### config.mk
export PLATFORM = sky130hd
export DESIGN_NAME = mac_param_engine
export DESIGN_NICKNAME = d
export VERILOG_FILES = /design/src/rtl/mac_param_engine.sv
export SDC_FILE = /design/constraint.sdc
export NUM_CORES = 1
export LEC_CHECK = 0
export CAP_MARGIN = 15
export CORE_UTILIZATION = 50
export DETAILED_ROUTE_END_ITERATION = 8
export PLACE_DENSITY = 0.74
export SLEW_MARGIN = 20
export SYNTH_ARGS = -nofsm -noshare
export SYNTH_HDL_FRONTEND = slang
export SYNTH_SLANG_ARGS = --single-unit
### constraint.sdc
create_clock -name i_clk -period 12.8 [get_ports i_clk]
set_clock_uncertainty 0.15 [all_clocks]
set_input_delay 2.56 -clock i_clk [delete_from_list [all_inputs] [get_ports i_clk]]
set_output_delay 2.56 -clock i_clk [all_outputs]
set_load 0.01 [all_outputs]
### src/rtl/mac_param_engine.sv
// Multiply-accumulate engine: N_TERMS operand pairs in, registered sum of products out with a done pulse.
// Optional MAC_SAT_EN makes every accumulate step saturate instead of wrapping.
module mac_param_engine #(
  parameter int DATA_W  = 4,
  parameter int N_TERMS = 8,
  parameter int ACC_W   = 12
) (
  input  logic              i_clk,
  input  logic              i_rst,
  input  logic              i_go,
  input  logic              i_signed_mode,
  input  logic [DATA_W-1:0] i_a_in,
  input  logic [DATA_W-1:0] i_b_in,
  input  logic              i_in_valid,
  output logic              o_in_ready,
  output logic [ACC_W-1:0]  o_out,
  output logic              o_done,
  output logic              o_busy,
  output logic              o_ovf
);

  localparam int PW    = 2 * DATA_W;
  localparam int CNT_W = $clog2(N_TERMS + 1);

  typedef enum logic [1:0] {S_IDLE, S_RUN, S_DRAIN} state_t;

  state_t             r_state;
  logic               r_mode;
  logic               r_p_vld;
  logic               r_sticky;
  logic [PW-1:0]      r_p;
  logic [ACC_W-1:0]   r_acc;
  logic [CNT_W-1:0]   r_cnt;
  logic               r_in_ready;
  logic [ACC_W-1:0]   r_out;
  logic               r_done;
  logic               r_busy;
  logic               r_ovf;

  logic [PW-1:0]      w_a_ext;
  logic [PW-1:0]      w_b_ext;
  logic [PW-1:0]      w_prod;
  logic [ACC_W-1:0]   w_p_ext;
  logic [ACC_W:0]     w_sum;
  logic               w_sovf;
  logic               w_wrap;
  logic               w_acc_ovf;
  logic [ACC_W-1:0]   w_acc_next;
  logic               w_accept;
  logic               w_last;

  // Operands extended to full product width so one multiplier serves both modes.
  assign w_a_ext = r_mode ? {{DATA_W{i_a_in[DATA_W-1]}}, i_a_in} : {{DATA_W{1'b0}}, i_a_in};
  assign w_b_ext = r_mode ? {{DATA_W{i_b_in[DATA_W-1]}}, i_b_in} : {{DATA_W{1'b0}}, i_b_in};
  assign w_prod  = w_a_ext * w_b_ext;

  assign w_p_ext   = r_mode ? ACC_W'($signed(r_p)) : ACC_W'(r_p);
  assign w_sum     = {1'b0, r_acc} + {1'b0, w_p_ext};
  assign w_sovf    = (r_acc[ACC_W-1] == w_p_ext[ACC_W-1]) && (w_sum[ACC_W-1] != r_acc[ACC_W-1]);
  assign w_wrap    = r_mode ? w_sovf : w_sum[ACC_W];
  assign w_acc_ovf = r_p_vld && w_wrap;

`ifdef MAC_SAT_EN
  always_comb begin
    w_acc_next = w_sum[ACC_W-1:0];
    if (w_wrap) begin
      if (!r_mode)
        w_acc_next = '1;
      else if (r_acc[ACC_W-1])
        w_acc_next = {1'b1, {(ACC_W-1){1'b0}}};
      else
        w_acc_next = {1'b0, {(ACC_W-1){1'b1}}};
    end
    if (!r_p_vld)
      w_acc_next = r_acc;
  end
`else
  assign w_acc_next = r_p_vld ? w_sum[ACC_W-1:0] : r_acc;
`endif

  assign w_accept = r_in_ready && i_in_valid;
  assign w_last   = (r_cnt == CNT_W'(N_TERMS - 1));

  always_ff @(posedge i_clk) begin
    if (i_rst) begin
      r_state    <= S_IDLE;
      r_mode     <= 1'b0;
      r_p_vld    <= 1'b0;
      r_sticky   <= 1'b0;
      r_p        <= '0;
      r_acc      <= '0;
      r_cnt      <= '0;
      r_in_ready <= 1'b0;
      r_out      <= '0;
      r_done     <= 1'b0;
      r_busy     <= 1'b0;
      r_ovf      <= 1'b0;
    end else begin
      r_done  <= 1'b0;
      r_p_vld <= 1'b0;
      r_acc   <= w_acc_next;
      if (w_acc_ovf)
        r_sticky <= 1'b1;
      case (r_state)
        S_IDLE: begin
          if (i_go) begin
            r_state    <= S_RUN;
            r_acc      <= '0;
            r_cnt      <= '0;
            r_sticky   <= 1'b0;
            r_mode     <= i_signed_mode;
            r_in_ready <= 1'b1;
            r_busy     <= 1'b1;
          end
        end
        S_RUN: begin
          if (w_accept) begin
            r_p     <= w_prod;
            r_p_vld <= 1'b1;
            r_cnt   <= r_cnt + CNT_W'(1);
            if (w_last) begin
              r_state    <= S_DRAIN;
              r_in_ready <= 1'b0;
            end
          end
        end
        S_DRAIN: begin
          // Final product is folded in here so out carries the complete sum.
          r_out   <= w_acc_next;
          r_ovf   <= r_sticky | w_acc_ovf;
          r_done  <= 1'b1;
          r_busy  <= 1'b0;
          r_state <= S_IDLE;
        end
        default: r_state <= S_IDLE;
      endcase
    end
  end

  assign o_in_ready = r_in_ready;
  assign o_out      = r_out;
  assign o_done     = r_done;
  assign o_busy     = r_busy;
  assign o_ovf      = r_ovf;

endmodule

==> metrics.cfg, run 1 <==
[run_status]
status=finished, final reports clean

[logic_synthesis]
synth-seq-area-share_pct=30.7
synth_area_per_cell_um2=8.67
synthesis.instances=339
synth_edf_count=0
async_flop_share_pct=0
ys_ff_latch=45
post_synth_main_area_contributors=sky130_fd_sc_hd__dfxtp_1 31%, sky130_fd_sc_hd__ha_1 11%, sky130_fd_sc_hd__fa_1 8.9%
synth_top_cells_by_count=45 x sky130_fd_sc_hd__dfxtp_1, 36 x sky130_fd_sc_hd__nand2_1, 32 x sky130_fd_sc_hd__inv_1, 27 x sky130_fd_sc_hd__nor2_1, 25 x sky130_fd_sc_hd__ha_1
post_synth_num_cell_types=51
synth.top_cell.area_share_pct=30.7
ys.warnings.count=0
synth_top_area_cell=sky130_fd_sc_hd__dfxtp_1
netlist_area_um2=2940
synth_ff_type=sky130_fd_sc_hd__dfxtp_1
synth.most_common_cell=sky130_fd_sc_hd__dfxtp_1
mappedNetlistNets=390

[sta]
hold-worst-slack_ps=308
final.min_clock_period_ps=6200
final-hold-violation-count=0
tightest_slew_ps=926
rsz0062_at_grt=no
clock.fmax_mhz=161
timing.slew.headroom_pct=38.1
slew_violations=0
setup_viol_count_final=0
final.setup.tns_ps=0
timing.final.crit_share_pct=48.4

[clock_network]
number_of_buffers_added_for_setup_after_cts=0
cts_resized=0
cts_root_buf=sky130_fd_sc_hd__clkbuf_8
cts.sinks=45
maximum_level_of_the_cts_h_tree=2
tritoncts=built
post_cts_hold_buffer_count=0
cts_max_path_buffers=2
number_of_buffers_added_by_the_clock_tree_synthesis_step=5
cts.reportedPaths.clkPinSlew_ps=90
clkLatencyLatePin_ps=310

[global_route]
via_count_of_the_first_global_routing_pass=2162
gr_util_all_layers_pct=20.8
antenna_violations_before_repair=0
first_pass_grt_wire_length_mm=10.0
grt_max_degree=19
total_congestion_overflow=0

[floorplanning]
rows=27
die_w_um=78.7
floorplan.die_area_um2=6190
io-pin-count=29
design.core.area_um2=5570
initial_core_util_pct=52.7
die_h_um=78.7

[setup_path]
critical_path.cell_chain=clkdlybuf4s50_1 -> nand3_1 -> fa_1 -> inv_1 -> fa_1 -> fa_1 -> inv_1 -> fa_1 -> inv_1 -> ha_1 -> a21oi_1 -> xnor2_1 -> xnor2_1 -> a211oi_1
worst_path_slowest_cell=sky130_fd_sc_hd__clkdlybuf4s50_1
timing.critical_path.arrival_ps=6270
critical-path-top-cell-by-count=sky130_fd_sc_hd__fa_1
endpoint_kind=register
critPathRequiredTime_ps=12870
critical_path.max_fanout=7
critical-path-max-stage-delay_ps=550
start_kind=input port
criticalPathCategory=in -> reg

[routing]
drtIter0Drc=96
drt_drc_violations_left=0
vias=2338
dr.pass1.iters=4
ant_nets=0
route.detailed.wl_per_inst_um=13.3
avgViaCountPerCell=5.37
routed_wirelength_mm=5.77

[final_layout]
num-fill-cells=499
fin_nets=413
post_route_cells_drive_above_1_share_pct=5.79
area_taken_by_multi_input_logic_gates_um2=1870
layout-area-overhead-vs-synth_pct=14.3
antenna-diode-count=0
register_area_um2=901
final_cell_area_um2=3360

[placement]
placed_cell_area_um2=3260
dp.final_hpwl_mm=4.46
numPortBuffers=28
gp_routability_congestion=0.844

[min_path]
type_of_the_worst_min_delay_path=reg -> reg

[run]
drv.max_cap_violation_count=0

[power_and_ir_drop]
power_density_nw_per_um2=84.8
vdd_ir_drop_max_mv=0.0544
leakagePower_uw=0.00138

final cells by class:
type / instances / share of cell area (%)
clock buffer: 5 / 2.05
clock inverter: 3 / 0.745
inverter: 34 / 3.80
multi-input combinational: 248 / 55.6
sequential: 45 / 26.8
tap: 72 / 2.68
timing repair buffer: 28 / 8.35
stage by stage:
step	power, uW	util, %	setup WS [ps]	instances
2_1_floorplan	181	-	7010	339
3_3_place_gp	194	58.5	6360	427
3_5_place_dp	195	58.5	6250	427
4_1_cts	287	60.2	6590	435
5_1_grt	301	60.2	6410	435
6_report	285	60.2	6600	435
path summary, 6_finish.rpt:
| check | slack (ps) | end | from | cells past startpoint |
|---|---|---|---|---|
| hold reg to reg | 310 | o_out[3] | o_out[3] | 2 |
| setup reg to reg | 8750 | r_p[7] | r_mode | 13 |
| setup / recovery | 6600 | r_p[7] | i_b_in[3] | 14 |
| hold / removal | 310 | o_out[3] | o_out[3] | 2 |
routing by layer:
layer  up-vias  GRT usage [%]  share of wire [%]
met5         -              0                  0
met4         0           6.11                1.5
met3         9           4.19                3.7
met2        41           34.0                 46
met1      1090           27.5                 49
li1       1198              -                  -
placed cells by master, fill, tap and decap left out, types with 4 or more instances in the layout:
cell and instances:
sky130_fd_sc_hd__dfxtp_1 45, sky130_fd_sc_hd__nand2_1 36, sky130_fd_sc_hd__inv_1 32, sky130_fd_sc_hd__clkdlybuf4s50_1 28, sky130_fd_sc_hd__nor2_1 27, sky130_fd_sc_hd__ha_1 25, sky130_fd_sc_hd__a21oi_1 22, sky130_fd_sc_hd__xnor2_1 18
sky130_fd_sc_hd__and2_1 15, sky130_fd_sc_hd__fa_1 13, sky130_fd_sc_hd__o21ai_0 10, sky130_fd_sc_hd__a211oi_1 8, sky130_fd_sc_hd__mux2i_1 8, sky130_fd_sc_hd__nand3_1 7, sky130_fd_sc_hd__and3_1 5, sky130_fd_sc_hd__clkbuf_8 5
sky130_fd_sc_hd__a21o_1 4
state kept, by name (all words and copies together) (netlist names):
signal,count
o_out,12
r_acc,12
r_p,8
r_cnt,4
r_state,2
o_busy,1
o_done,1
o_in_ready,1
o_ovf,1
r_mode,1
r_p_vld,1
r_sticky,1
critical path: cells and delay by family:
kind | cells | cell delay [ps]
xor+xnor | 2 | 240
fa+ha+maj | 5 | 2190
simple gates | 1 | 160
compound gates | 2 | 390
buf+inv | 4 | 720
logic make-up (layout without fill, tap and decap cells):
| logic type | after synthesis | after routing | synth area share [%] |
|---|---|---|---|
| flops | 45 | 45 | 30.7 |
| buf+inv | 46 | 70 | 5.96 |
| fa+ha+maj | 38 | 38 | 19.5 |
| simple gates | 111 | 111 | 18.5 |
| compound gates | 69 | 69 | 16.0 |
| mux | 9 | 9 | 3.11 |
| xor+xnor | 21 | 21 | 6.26 |
power by group:
group / switching (uW) / internal [uW]
registers: 2.29 / 142
clock network: 54.1 / 39.5
logic: 25.6 / 21.7
Note: power is estimated with default switching activity, not from simulation.
==> run 2, diff against run 1 <==
Clock period 12.8 ns to 6.3 ns, I/O delays scaled along.
==> metrics.cfg, run 2 (synthesis results as in run 1) <==
[global_route]
total_congestion_overflow=0  ; unchanged
gr_util_all_layers_pct=20.8  ; -0.025 points
via_count_of_the_first_global_routing_pass=2152  ; -0.46%
antenna_violations_before_repair=0  ; unchanged
grt_max_degree=19  ; unchanged
first_pass_grt_wire_length_mm=10.0  ; +0.14%

[clock_network]
number_of_buffers_added_for_setup_after_cts=0  ; unchanged
number_of_buffers_added_by_the_clock_tree_synthesis_step=5  ; unchanged
cts.reportedPaths.clkPinSlew_ps=100  ; about the same
clkLatencyLatePin_ps=310  ; about the same
cts_root_buf=sky130_fd_sc_hd__clkbuf_8
tritoncts=built
cts.sinks=45  ; unchanged
cts_max_path_buffers=2  ; unchanged
post_cts_hold_buffer_count=0  ; unchanged
maximum_level_of_the_cts_h_tree=2  ; unchanged
cts_resized=0  ; unchanged

[setup_path]
endpoint_kind=register
critPathRequiredTime_ps=6370  ; -6500 ps
critical_path.max_fanout=7  ; unchanged
critical_path.cell_chain=clkdlybuf4s50_1 -> nand3_1 -> fa_1 -> inv_1 -> fa_1 -> fa_1 -> inv_1 -> fa_1 -> inv_1 -> ha_1 -> a21oi_1 -> xnor2_1 -> xnor2_1 -> a211oi_1
critical-path-max-stage-delay_ps=550  ; about the same
worstRegToRegCells=13  ; unchanged
critical_path_depth=14  ; unchanged
worst_path_slowest_cell=sky130_fd_sc_hd__clkdlybuf4s50_1
critical-path-top-cell-by-count=sky130_fd_sc_hd__fa_1
start_kind=input port
criticalPathCategory=in -> reg
critical_path_buf_inv_count=4  ; unchanged
timing.critical_path.arrival_ps=4970  ; -1300 ps
path_delay_family=adder cells

[routing]
vias=2361  ; +0.98%
route.detailed.wl_per_inst_um=13.3  ; +0.42%
dr.pass1.iters=4  ; unchanged
avgViaCountPerCell=5.43  ; +0.98%
ant_nets=0  ; unchanged
drt_drc_violations_left=0  ; unchanged
drtIter0Drc=150  ; +56%
routed_wirelength_mm=5.80  ; +0.42%

[floorplanning]
floorplan.die_area_um2=6190  ; unchanged
die_w_um=78.7  ; unchanged
design.core.area_um2=5570  ; unchanged
die_h_um=78.7  ; unchanged
rows=27  ; unchanged
io-pin-count=29  ; unchanged
initial_core_util_pct=52.7  ; unchanged

[power_and_ir_drop]
leakagePower_uw=0.00138  ; unchanged
power_density_nw_per_um2=173  ; +100%
design_power_total_uw=580  ; +100%
vdd_ir_drop_max_mv=0.111  ; +100%

[placement]
gp_routability_congestion=0.844  ; about the same
dp.final_hpwl_mm=4.46  ; about the same
placed_cell_area_um2=3260  ; unchanged
numPortBuffers=28  ; unchanged

[final_layout]
layout-area-overhead-vs-synth_pct=14.3  ; unchanged
most_common_cell_after_layout_fill_and_taps_aside=sky130_fd_sc_hd__dfxtp_1
post_route_cells_drive_above_1_share_pct=5.79  ; unchanged
final_cell_area_um2=3360  ; unchanged
fin_nets=413  ; unchanged
postLayoutCoreUtil_pct=60.2  ; unchanged
layout_common_cells=45 x sky130_fd_sc_hd__dfxtp_1, 36 x sky130_fd_sc_hd__nand2_1, 32 x sky130_fd_sc_hd__inv_1
antenna-diode-count=0  ; unchanged

[sta]
timing.slew.headroom_pct=38.3  ; +0.20 points
slew_violations=0  ; unchanged
hold-worst-slack_ps=309  ; +1.43 ps
final-hold-violation-count=0  ; unchanged
final.min_clock_period_ps=4900
rsz0062_at_grt=no
setup_viol_count_final=0  ; unchanged
tightest_slew_ps=923  ; -3.05 ps
final.setup.tns_ps=0  ; unchanged
clock.fmax_mhz=204
timing.final.crit_share_pct=77.8

[min_path]
min_delay_path_depth=2  ; unchanged
type_of_the_worst_min_delay_path=reg -> reg

[run]
drv.max_cap_violation_count=0  ; unchanged

[run_status]
status=finished, final reports clean

[run 2: cell counts in the layout (fill, tap and decap cells not counted)]
Identical to the previous run, type by type.
[run 2: routing by layer]
metal | global-route usage, % | up-vias | wire length [um]
met1 | 28.3 | 1115 | 2900
met2 | 34.1 | 44 | 2640
li1 | - | 1195 | -
met5 | 0 | - | 0
met4 | 4.63 | 0 | 65
met3 | 3.49 | 7 | 197
[run 2: final timing paths]
path	from	endpoint	slack (ps)
setup / recovery	i_b_in[3]	r_p[7]	1400
hold / removal	o_out[3]	o_out[3]	310
setup reg to reg	r_mode	r_p[7]	2240
hold reg to reg	o_out[3]	o_out[3]	310
[run 2: stage by stage]
step,setup WS (ps),instances
3_5_place_dp,1050,427
4_1_cts,1380,435
3_3_place_gp,1160,427
2_1_floorplan,1810,339
6_report,1400,435
5_1_grt,1210,435
[run 2: where the power goes]
| group | internal (uW) | switching [uW] |
|---|---|---|
| clock network | 80.2 | 111 |
| registers | 288 | 4.63 |
| logic | 44.1 | 52.3 |
| total | 412 | 168 |
[run 2: layout make-up]
type / instances / area [um2]
clock buffer: 5 / 68.8
tap: 72 / 90.1
fill: 511 / 2220
sequential: 45 / 901
clock inverter: 3 / 25.0
inverter: 34 / 128
timing repair buffer: 28 / 280
multi-input combinational: 248 / 1870
[run 2: worst min-delay path, delay by kind of cell (launching register included)]
kind / cells / cell delay [ps]
flip-flops: 1 / 330
AO/OA/AOI/OAI: 1 / 50
AND/OR/NAND/NOR: 1 / 40
==> run 3, diff against run 2 <==
Settings changed: PLACE_DENSITY 0.74 to 0.77.
Clock period 6.3 ns to 4.1 ns, I/O delays scaled along.
==> metrics.cfg, run 3 (synthesis results as in run 1) <==
[global_route]
total_congestion_overflow=0  ; unchanged
via_count_of_the_first_global_routing_pass=2274  ; +5.7%
antenna_violations_before_repair=0  ; unchanged
top_usage_layer=met2
first_pass_grt_wire_length_mm=10.1  ; +0.41%
met2_usage_pct=34.3  ; +0.26 points
gr_util_all_layers_pct=20.7  ; -0.073 points
m1_gr_usage_pct=26.9  ; -1.5 points
global_route.usage.met3_pct=3.37  ; -0.12 points
grt_max_degree=19  ; unchanged

[final_layout]
most_common_cell_after_layout_fill_and_taps_aside=sky130_fd_sc_hd__dfxtp_1
finish.cell_count_without_fillers=456  ; +4.8%
register_area_um2=901  ; unchanged
antenna-diode-count=0  ; unchanged
area_taken_by_multi_input_logic_gates_um2=1970  ; +5.4%
layout-area-overhead-vs-synth_pct=23.9
final_cell_area_um2=3640  ; +8.3%
fin_nets=434  ; +5.1%
post_route_cells_drive_above_1_share_pct=16.7  ; +11 points
num-fill-cells=469  ; -8.2%
layout_common_cells=45 x sky130_fd_sc_hd__dfxtp_1, 36 x sky130_fd_sc_hd__nand2_1, 30 x sky130_fd_sc_hd__inv_1

[run]
drv.max_cap_violation_count=0  ; unchanged

[power_and_ir_drop]
power_density_nw_per_um2=287  ; +66%
design_power_total_uw=1050  ; +80%
leakagePower_uw=0.00153  ; +10%
vdd_ir_drop_max_mv=0.235  ; +110%

[setup_path]
critical_path_buf_inv_count=4  ; unchanged
start_kind=input port
endpoint_kind=register
criticalPathCategory=in -> reg
critical_path.cell_chain=buf_2 -> nand3_2 -> fa_1 -> inv_1 -> fa_1 -> fa_1 -> inv_1 -> fa_2 -> inv_1 -> ha_4 -> a21oi_4 -> xnor2_2 -> xnor2_1 -> a211oi_1
critical-path-max-stage-delay_ps=550  ; about the same
timing.critical_path.arrival_ps=4000  ; -970 ps
critPathRequiredTime_ps=4160  ; -2210 ps
worst_path_slowest_cell=sky130_fd_sc_hd__fa_2
critical_path.max_fanout=7  ; unchanged
path_delay_family=adder cells

[sta]
hold-worst-slack_ps=309  ; -0.110 ps
final-hold-violation-count=0  ; unchanged
final.min_clock_period_ps=3930
clock.fmax_mhz=254
tightest_slew_ps=749  ; -173 ps
slew_violations=0  ; unchanged
timing.slew.headroom_pct=50.0  ; +12 points
timing.final.ws_setup_ps=165  ; -1230 ps
setup_viol_count_final=0  ; unchanged
rsz0062_at_grt=no
timing.final.crit_share_pct=96.0

[floorplanning]
die_w_um=78.7  ; unchanged
io-pin-count=29  ; unchanged
rows=27  ; unchanged
initial_core_util_pct=52.7  ; unchanged
die_h_um=78.7  ; unchanged
design.core.area_um2=5570  ; unchanged
floorplan.die_area_um2=6190  ; unchanged

[min_path]
type_of_the_worst_min_delay_path=reg -> reg

[routing]
avgViaCountPerCell=5.31  ; -2.2%
ant_nets=0  ; unchanged
routed_wirelength_mm=5.99  ; +3.2%
vias=2421  ; +2.5%
route.detailed.wl_per_inst_um=13.1  ; -1.5%
dr.pass1.iters=5  ; +1
drtIter0Drc=89  ; -41%
drt_drc_violations_left=0  ; unchanged

[run_status]
status=finished, final reports clean

[clock_network]
cts.reportedPaths.clkPinSlew_ps=90  ; about the same
post_cts_hold_buffer_count=0  ; unchanged
cts.sinks=45  ; unchanged
maximum_level_of_the_cts_h_tree=2  ; unchanged
clkLatencyLatePin_ps=300  ; about the same
cts_root_buf=sky130_fd_sc_hd__clkbuf_8
number_of_buffers_added_for_setup_after_cts=0  ; unchanged
number_of_buffers_added_by_the_clock_tree_synthesis_step=5  ; unchanged
cts_max_path_buffers=2  ; unchanged
tritoncts=built

[placement]
gp_routability_congestion=0.821  ; -2.7%
placed_cells=448  ; +4.9%
numPortBuffers=28  ; unchanged
placed_cell_area_um2=3420  ; +4.8%
setup_ws_pre_cts_ps=-643  ; -1690 ps
dp.final_hpwl_mm=4.49  ; +0.78%

==> run 3: layout make-up <==
| cell class | instances | area share, % |
|---|---|---|
| tap | 72 | 2.48 |
| multi-input combinational | 248 | 54.0 |
| clock inverter | 3 | 1.89 |
| timing repair buffer | 49 | 11.5 |
| clock buffer | 5 | 1.89 |
| sequential | 45 | 24.8 |
| inverter | 34 | 3.51 |
==> run 3: layer usage <==
metal | part of all wire, % | vias to the layer above
met2 | 48 | 51
li1 | - | 1241
met3 | 3.2 | 6
met4 | 0.95 | 0
met5 | 0 | -
met1 | 48 | 1123
==> run 3: what timing repair did <==
item | 4_1_cts | 5_1_grt
pin swaps | 2 | 11
resized for setup | 16 | 24
endpoints found under the setup margin | 2 | 2
endpoints found under the hold margin | 0 | 0
==> run 3: worst paths after layout <==
| path | startpoint | endpoint | slack, ps | depth (start not counted) |
|---|---|---|---|---|
| hold / removal | o_out[2] | o_out[2] | 310 | 2 |
| setup reg to reg | r_mode | r_p[7] | 350 | 13 |
| hold reg to reg | o_out[2] | o_out[2] | 310 | 2 |
| setup / recovery | i_b_in[3] | r_p[7] | 170 | 14 |
==> run 3: worst reg2reg max path: cells and delay by family (launching register included) <==
| kind | cells | cell delay (ps) |
|---|---|---|
| AND/OR/NAND/NOR | 1 | 140 |
| adder cells (fa/ha/maj) | 5 | 2150 |
| XOR/XNOR | 2 | 220 |
| buffers and inverters | 3 | 200 |
| flip-flops | 1 | 470 |
| AO/OA/AOI/OAI | 2 | 350 |
==> run 3: power by group <==
| part | leakage, uW | internal (uW) | switching (uW) |
|---|---|---|---|
| Clock | 0.0000687 | 245 | 158 |
| Combinational | 0.00109 | 96.5 | 96.9 |
| Sequential | 0.000364 | 442 | 6.43 |
==> run 3: stage by stage <==
stage	utilization [%]	setup TNS, ps
after global placement	61.3	-1170
final	65.3	0
after CTS	64.2	0
after global routing	65.3	0
after floorplan	-	0
after detailed placement	61.3	-1430
